==> src/rtl/memory_ram_16bit_4bit_pkg.sv <==
// rtl/memory_ram_16bit_4bit_pkg.sv - default geometry for the 16x16 resettable scratch RAM
package memory_ram_16bit_4bit_pkg;

  localparam int DEFAULT_DATA_WIDTH = 16;
  localparam int DEFAULT_ADDR_WIDTH = 4;

  function automatic int ram_depth(input int addr_width);
    return 1 << addr_width;
  endfunction

  localparam int DEFAULT_DEPTH = ram_depth(DEFAULT_ADDR_WIDTH);

endpackage

==> src/rtl/memory_ram_16bit_4bit.sv <==
// rtl/memory_ram_16bit_4bit.sv - single-port flop-based RAM, write-through, registered read data
module memory_ram_16bit_4bit
  import memory_ram_16bit_4bit_pkg::*;
#(
  parameter int DATA_WIDTH = DEFAULT_DATA_WIDTH,
  parameter int ADDR_WIDTH = DEFAULT_ADDR_WIDTH
) (
  input  logic                  clk,
  input  logic                  rst,
  input  logic [DATA_WIDTH-1:0] din,
  input  logic                  en,
  input  logic                  wen,
  input  logic [ADDR_WIDTH-1:0] address,
  output logic [DATA_WIDTH-1:0] out
);

  localparam int DEPTH = ram_depth(ADDR_WIDTH);

  logic [DATA_WIDTH-1:0] mem_q [DEPTH];
  logic [DATA_WIDTH-1:0] out_q;
  logic [DATA_WIDTH-1:0] out_d;

  // Write-first: a write forwards din straight to the output register.
  always_comb begin
    out_d = out_q;
    if (en) begin
      out_d = wen ? din : mem_q[address];
    end
  end

  always_ff @(posedge clk or posedge rst) begin
    if (rst) begin
      for (int i = 0; i < DEPTH; i++) begin
        mem_q[i] <= '0;
      end
      out_q <= '0;
    end else begin
      if (en && wen) begin
        mem_q[address] <= din;
      end
      out_q <= out_d;
    end
  end

  assign out = out_q;

endmodule

==> config.mk <==
export PLATFORM = sky130hd
export DESIGN_NAME = memory_ram_16bit_4bit
export DESIGN_NICKNAME = d
export VERILOG_FILES = /design/src/rtl/memory_ram_16bit_4bit_pkg.sv /design/src/rtl/memory_ram_16bit_4bit.sv
export SDC_FILE = /design/constraint.sdc
export NUM_CORES = 1
export LEC_CHECK = 0
export ABC_AREA = 1
export BUFFER_PORTS_ARGS = -buffer_cell sky130_fd_sc_hd__buf_2
export CELL_PAD_IN_SITES_DETAIL_PLACEMENT = 1
export CELL_PAD_IN_SITES_GLOBAL_PLACEMENT = 1
export CORE_MARGIN = 4
export CORE_UTILIZATION = 46
export DETAILED_ROUTE_END_ITERATION = 10
export GPL_TIMING_DRIVEN = 0
export PLACE_DENSITY = 0.79
export SYNTH_ARGS = -nofsm -noshare
export SYNTH_HDL_FRONTEND = slang
export SYNTH_SLANG_ARGS = --single-unit
export TNS_END_PERCENT = 100
==> constraint.sdc <==
create_clock -name clk -period 11.5 [get_ports clk]
set_clock_uncertainty 0.15 [all_clocks]
set_input_delay 1.725 -clock clk [delete_from_list [all_inputs] [get_ports clk]]
set_output_delay 1.725 -clock clk [all_outputs]
set_load 0.02 [all_outputs]
# Yosys cells after proc, flatten, opt, wreduce, memory -nomap -nowiden
# Cells that the tools add are included.
# totals
reg_bits,272
in_bits,24
# classes
magnitude_cmp,2
mux,7
bitwise,1
n_reduce_logical,2
# ops
cell,count
$bwmux 256,1
$bmux 16 s4,1
$demux 16 s4,1
$mux 16,4
$ge 5x5->1 const B,1
$lt 5x1->1 const B,1
$not 4->5,1
$logic_and 1x1->1,2

# Depth between registers and ports, before layout
# Gate-level depths: netlist (run 1).
# logic_depth
ltp_word,6
depth_mapped,11
depth_no_buf,9

# Worst setup path after synthesis (run 1)
# Ideal clock, no wire load.
# synth_path
path_kind,input port to flip-flop
startpoint,input address[1]
endpoint,register mem_q[234] (netlist bit)
setup_ps,133
arrival_ps,2593
required_ps,11217
slack_ps,8624
stages,6
path_buffers,2
path_cell_list,buf_2 > nor3_2 > nand2_1 > clkbuf_1 > nand2_1 > o21ai_0
# synth_via
elab_chain_cells,6
# synth_lines
element,line_no,rtl
"start, declared",memory_ram_16bit_4bit.sv:13,"input logic [ADDR_WIDTH-1:0] address,"
$not 4->5 (implied by the code) (*),memory_ram_16bit_4bit.sv:39,mem_q[address] <= din;
$ge 5x5->1 (implied by the code) / $lt 5x1->1 (equally long branches),memory_ram_16bit_4bit.sv:39,
$logic_and 1x1->1 (implied by the code),memory_ram_16bit_4bit.sv:39,
$mux 16 (implied by the code),memory_ram_16bit_4bit.sv:39,
$demux 16 s4 (*),memory_ram_16bit_4bit.sv:39,
$bwmux 256 (*),memory_ram_16bit_4bit.sv:39,
"end signal, assigned by index",memory_ram_16bit_4bit.sv:39,
"end, declared",memory_ram_16bit_4bit.sv:19,logic [DATA_WIDTH-1:0] mem_q [DEPTH];
# Every way passes the cells marked *; elsewhere a longest branch is shown, timed or not.
# A chain may end at the register's enable or synchronous reset.

# Worst setup path in the final report (run 1)
# layout_path
startpoint,input address[3]
endpoint,register mem_q[70] (netlist bit)
# Same word-level chain as after synthesis.

==> impl_metrics.env, run 1 <==
export IMPL_status="complete, no violations"
export IMPL_cpMaxStageDelayCell="clkbuf_1"
export IMPL_grt_pass1_vias=12223
export IMPL_htree_levels=1
export IMPL_clk_pin_slew_ns=0.06
export IMPL_post_cts_setup_buffers=0
export IMPL_crit_fanout=10
export IMPL_min_period_ns=3.31
export IMPL_setup_worst_path_start_class="primary input"
export IMPL_worstHoldPathType="flop to flop"
export IMPL_cp_slowest_stage_delay_ns=0.48
export IMPL_rsz0062_at_grt="no"
export IMPL_clock_latency_ns=0.56
export IMPL_worstHoldStart="out[9]$_DFFE_PP0P_"
export IMPL_fp_dieArea_um2=30000
export IMPL_hold_viol_final=0
export IMPL_slew_headroom_pct=33.5
export IMPL_ctsResizeCount=0
export IMPL_worstRegToRegCells=6
export IMPL_drtIter0Drc=1091
export IMPL_cts_tree="built"
export IMPL_overflow=0
export IMPL_netlist_area_um2=12500
export IMPL_p_total_mw=2.63
export IMPL_hold_depth=2
export IMPL_path_cells="buf_2, inv_1, nor2_1, clkbuf_1, nand2_1, clkbuf_1, nand2_1, o21ai_0"
export IMPL_critPathBufInv=4
export IMPL_antenna_found_initial=2
export IMPL_numCtsBuffers=30
export IMPL_maxSlewViolCount=0
export IMPL_avgSynthCellArea_um2=7.63
export IMPL_detail_route_first_pass_iterations=5
export IMPL_p_per_area_nw_per_um2=185
export IMPL_fp_dieH_um=173
export IMPL_cts_root_buf="clkbuf_16"
export IMPL_synth_seq_area_share_pct=54.3
export IMPL_wirelength_um=49300
export IMPL_cap_viol_max_count=0
export IMPL_dpl_hpwl_um=33800
export IMPL_worstReg2RegEnd="out[1]$_DFFE_PP0P_"
export IMPL_holdPathEnd="out[9]$_DFFE_PP0P_"
export IMPL_cts_buffer_depth=3
export IMPL_start_util_pct=46.7
export IMPL_grt_pass1_wl_um=75500
export IMPL_setup_viol=0
export IMPL_synth_warnings=0
export IMPL_grt_max_degree=100
export IMPL_regToRegStartpoint="mem_q[17]$_DFFE_PP0P_"
export IMPL_path_class="primary input to flop"
export IMPL_fillCellCount=3398
export IMPL_drive_gt1_share_pct=7.46
export IMPL_drc_errors=0
export IMPL_final_common_cell="nand2_1"
export IMPL_critPathArrivalTime_ns=3.57
export IMPL_grt_usage_pct=32.9
export IMPL_syn_to_final_growth_pct=13.5
export IMPL_ant_nets=0
export IMPL_fmax_mhz=302
export IMPL_vdd_drop_max_uv=113
export IMPL_place_gp_congestion=0.934
export IMPL_vias=11973
export IMPL_postSynthNetCount=1669
export IMPL_cts_sinks=272
export IMPL_critPathTopFamily="buffers and inverters"
export IMPL_nets=1742
export IMPL_syn_inst=1645
export IMPL_holdBufCountCts=0
export IMPL_mostFrequentLayoutCells="839 x nand2_1, 272 x o21ai_0, 272 x dfrtp_1"
export IMPL_end_kind="flop"
export IMPL_row_count=60
export IMPL_die_w_um=173
export IMPL_fin_crit_sh_pct=28.8
export IMPL_core_area_um2=26900
export IMPL_wl_per_cell_um=23.7
export IMPL_worstPathRequired_ns=11.75
export IMPL_holdWs_ns=0.330
export IMPL_portBuffers=39
export IMPL_ys_ff_latch=272
export IMPL_ys_types=14
export IMPL_r2r_slack_ns=9.87
export IMPL_power_leakage_nw=7.36
export IMPL_worstMarginPinSlew_ns=0.998
export IMPL_routed_via_density=5.75
export IMPL_ioPinCount=40
-- worst reg2reg max path, stage by stage, from the launching register on --
cell      delay [ns]
dfrtp_1         0.39
nand3_1         0.10
nand2_1         0.06
o21ai_0         0.28
nand2_1         0.10
o21bai_1        0.31
nand2_1         0.12
-- worst max path at each step --
stage | start | slack (ns) | depth (start not counted) | endpoint
after detailed placement | address[1] | 7.71 | 10 | out[2]$_DFFE_PP0P_
after floorplan | rst | 2.13 | 1 | mem_q[0]$_DFFE_PP0P_
after global placement | rst | -1.19 | 2 | mem_q[103]$_DFFE_PP0P_
final | address[3] | 8.19 | 8 | mem_q[70]$_DFFE_PP0P_
after global routing | address[3] | 8.12 | 8 | mem_q[76]$_DFFE_PP0P_
after CTS | address[1] | 8.27 | 10 | out[2]$_DFFE_PP0P_
-- power breakdown --
part	switching (mW)	internal [mW]
Clock	0.402	0.578
Sequential	0.0989	1.13
Combinational	0.283	0.141
Total	0.784	1.85
-- cells in the mapped netlist (all sizes together) --
library cell / number / area (µm²)
o21ai: 286 / 1430
nor2: 3 / 11.3
nand2: 840 / 3160
nor3: 4 / 40.0
o21bai: 16 / 120
dfrtp: 272 / 6810
nand3: 78 / 390
buf: 45 / 209
inv: 24 / 90.1
clkbuf: 77 / 289
-- stage by stage --
step / util [%] / std cells / worst slack, ns / TNS, ns / cell area, µm²
6_report: 53.0 / 2084 / 8.19 / 0 / 14200
5_1_grt: 53.0 / 2083 / 8.12 / 0 / 14200
4_1_cts: 53.0 / 2083 / 8.27 / 0 / 14200
3_5_place_dp: 49.2 / 2027 / 7.71 / 0 / 13200
3_3_place_gp: 49.0 / 2025 / -1.19 / -312.70 / 13200
2_1_floorplan: - / 1645 / 2.13 / 0 / 12500
-- sequential cells by signal, indices dropped and copies added, names as in the netlist --
name and cells:
mem_q 256, out 16
-- per-layer routing --
metal	GRT usage [%]	vias to the layer above	wire length, µm
met5	0	-	7
met4	10.8	2	1740
met3	6.34	107	3830
met2	54.1	420	23200
met1	44.3	6061	20600
li1	-	5383	-
-- cell families after synthesis --
group	share of synthesized area [%]
simple gates	28.7
compound gates	12.4
flops	54.3
buf+inv	4.69
-- cell type report --
cell class | instances | area (µm²) | area share (%)
diodes | 1 | 2.50 | 0.0176
plain buffers | 122 | 498 | 3.50
clock buffers | 48 | 940 | 6.60
clock inverters | 8 | 65.1 | 0.457
inverters | 24 | 97.6 | 0.686
multi-input cells | 1227 | 5150 | 36.2
flip-flops and latches | 272 | 6810 | 47.8
well taps | 341 | 427 | 3.00
repair buffers | 41 | 250 | 1.76
(Power assumes the default switching activity.)
==> run 2: changes to the inputs <==
Settings changed: CORE_UTILIZATION 46 to 42, PLACE_DENSITY 0.79 to 0.76.
Clock period 11.5 ns to 2.95 ns, I/O delays scaled along.
==> impl_metrics.env, run 2 (same netlist as run 1, synthesis figures left out) <==
export IMPL_drive_gt1_share_pct=7.90
export IMPL_pre_cts_ws_ns=0.473
export IMPL_clock_latency_ns=0.57
export IMPL_setup_viol=0
export IMPL_hold_viol_final=0
export IMPL_place_gp_congestion=0.944
export IMPL_post_route_util_pct=49.1
export IMPL_min_period_ns=2.03
export IMPL_cts_sinks=272
export IMPL_ctsResizeCount=0
export IMPL_wirelength_um=49000
export IMPL_r2r_slack_ns=1.24
export IMPL_fmax_mhz=492
export IMPL_rsz0062_at_grt="no"
export IMPL_post_cts_setup_buffers=0
export IMPL_antenna_found_initial=1
export IMPL_end_kind="flop"
export IMPL_nets=1750
export IMPL_worstPathRequired_ns=3.30
export IMPL_core_area_um2=29600
export IMPL_fp_dieArea_um2=32700
export IMPL_max_flop_register="mem_q"
export IMPL_worstHoldStart="din[8]"
export IMPL_cts_root_buf="clkbuf_16"
export IMPL_power_leakage_nw=7.45
export IMPL_cts_tree="built"
export IMPL_cap_viol_max_count=0
export IMPL_postLayoutSetupSlackWorst_ns=0.918
export IMPL_cts_buffer_depth=3
export IMPL_fin_area_um2=14500
export IMPL_syn_to_final_growth_pct=15.8
export IMPL_wl_per_cell_um=22.9
export IMPL_die_w_um=181
export IMPL_fp_dieH_um=181
export IMPL_maxSlewViolCount=0
export IMPL_vias=11972
export IMPL_drc_errors=0
export IMPL_start_util_pct=42.4
export IMPL_setup_tns_ns=0
export IMPL_grt_pass1_wl_um=75300
export IMPL_worstReg2RegEnd="out[0]$_DFFE_PP0P_"
export IMPL_insertedDiodeCount=0
export IMPL_portBuffers=39
export IMPL_clk_pin_slew_ns=0.06
export IMPL_detail_route_first_pass_iterations=8
export IMPL_grt_usage_pct=29.8
export IMPL_worstMarginPinSlew_ns=0.930
export IMPL_grt_pass1_vias=12430
export IMPL_p_per_area_nw_per_um2=741
export IMPL_grt_max_degree=40
export IMPL_dpl_hpwl_um=34100
export IMPL_ant_nets=0
export IMPL_regToRegStartpoint="mem_q[64]$_DFFE_PP0P_"
export IMPL_holdPathEnd="out[8]$_DFFE_PP0P_"
export IMPL_mostFrequentLayoutCells="839 x nand2_1, 272 x o21ai_0, 272 x dfrtp_1"
export IMPL_path_class="primary input to flop"
export IMPL_largest_reg_flops=256
export IMPL_final_common_cell="nand2_1"
export IMPL_hold_depth=4
export IMPL_htree_levels=1
export IMPL_vdd_drop_max_uv=446
export IMPL_slew_headroom_pct=38.0
export IMPL_placed_area_um2=13400
export IMPL_overflow=0
export IMPL_worstRegToRegCells=8
export IMPL_routed_via_density=5.60
export IMPL_worstHoldPathType="primary input to flop"
export IMPL_holdWs_ns=0.119
export IMPL_crit_fanout=10
export IMPL_setup_worst_path_start_class="primary input"
export IMPL_numCtsBuffers=31
export IMPL_status="complete, no violations"
export IMPL_row_count=63
export IMPL_critPathArrivalTime_ns=2.38
export IMPL_fin_crit_sh_pct=68.9
export IMPL_ioPinCount=40
export IMPL_drtIter0Drc=1028
run 2: per-stage QoR:
stage,total power [mW],cells
3_3_place_gp,6.36,2074
2_1_floorplan,5.85,1645
4_1_cts,10.8,2136
6_report,10.8,2136
3_5_place_dp,6.48,2082
5_1_grt,11.3,2136
run 2: how the worst max path moves through the flow:
| stage | from | end | slack, ns |
|---|---|---|---|
| 6_report | address[1] | out[2]$_DFFE_PP0P_ | 0.92 |
| 3_5_place_dp | address[1] | out[2]$_DFFE_PP0P_ | 0.47 |
| 5_1_grt | en | mem_q[85]$_DFFE_PP0P_ | 0.90 |
| 2_1_floorplan | rst | mem_q[0]$_DFFE_PP0P_ | -1.24 |
| 3_3_place_gp | rst | mem_q[117]$_DFFE_PP0P_ | -3.03 |
| 4_1_cts | address[1] | out[2]$_DFFE_PP0P_ | 1.05 |
run 2: area by class of cell:
cell class                      count  area (µm²)
Inverter                           24        93.8
Multi-Input combinational cell   1227        5150
Clock buffer                       36         825
Buffer                            122         498
Sequential cell                   272        6810
Clock inverter                     17         299
Fill cell                        3681       15000
Tap cell                          390         488
Timing Repair Buffer               48         365
run 2: metal layers:
layer / track usage, % / vias to the layer above / part of all wire (%) / wire, µm
met2: 48.3 / 445 / 46 / 22400
met1: 41.2 / 6033 / 43 / 21300
met3: 5.78 / 108 / 7.6 / 3740
met4: 8.20 / 2 / 3.1 / 1510
met5: 0 / - / 0.027 / 13
li1: - / 5384 / - / -
run 2: repair_timing:
action / CTS / global route
hold buffers: 1 / 0
setup endpoints to repair: 0 / 0
endpoints found under the hold margin: 16 / 0
run 2: worst max-delay path, cell delays in order:
cell      delay [ns]
buf_2           0.13
inv_2           0.16
buf_2           0.38
buf_1           0.49
nand2_1         0.17
nand2_1         0.11
nand2_1         0.06
nand3_1         0.15
o21bai_1        0.18
nand2_1         0.10
run 2: report_power, final:
part           switching (mW)  internal, mW  total [mW]
logic                    1.10         0.563        1.66
clock network            1.63          2.68        4.31
registers               0.388          4.41        4.80
total                    3.11          7.65        10.8
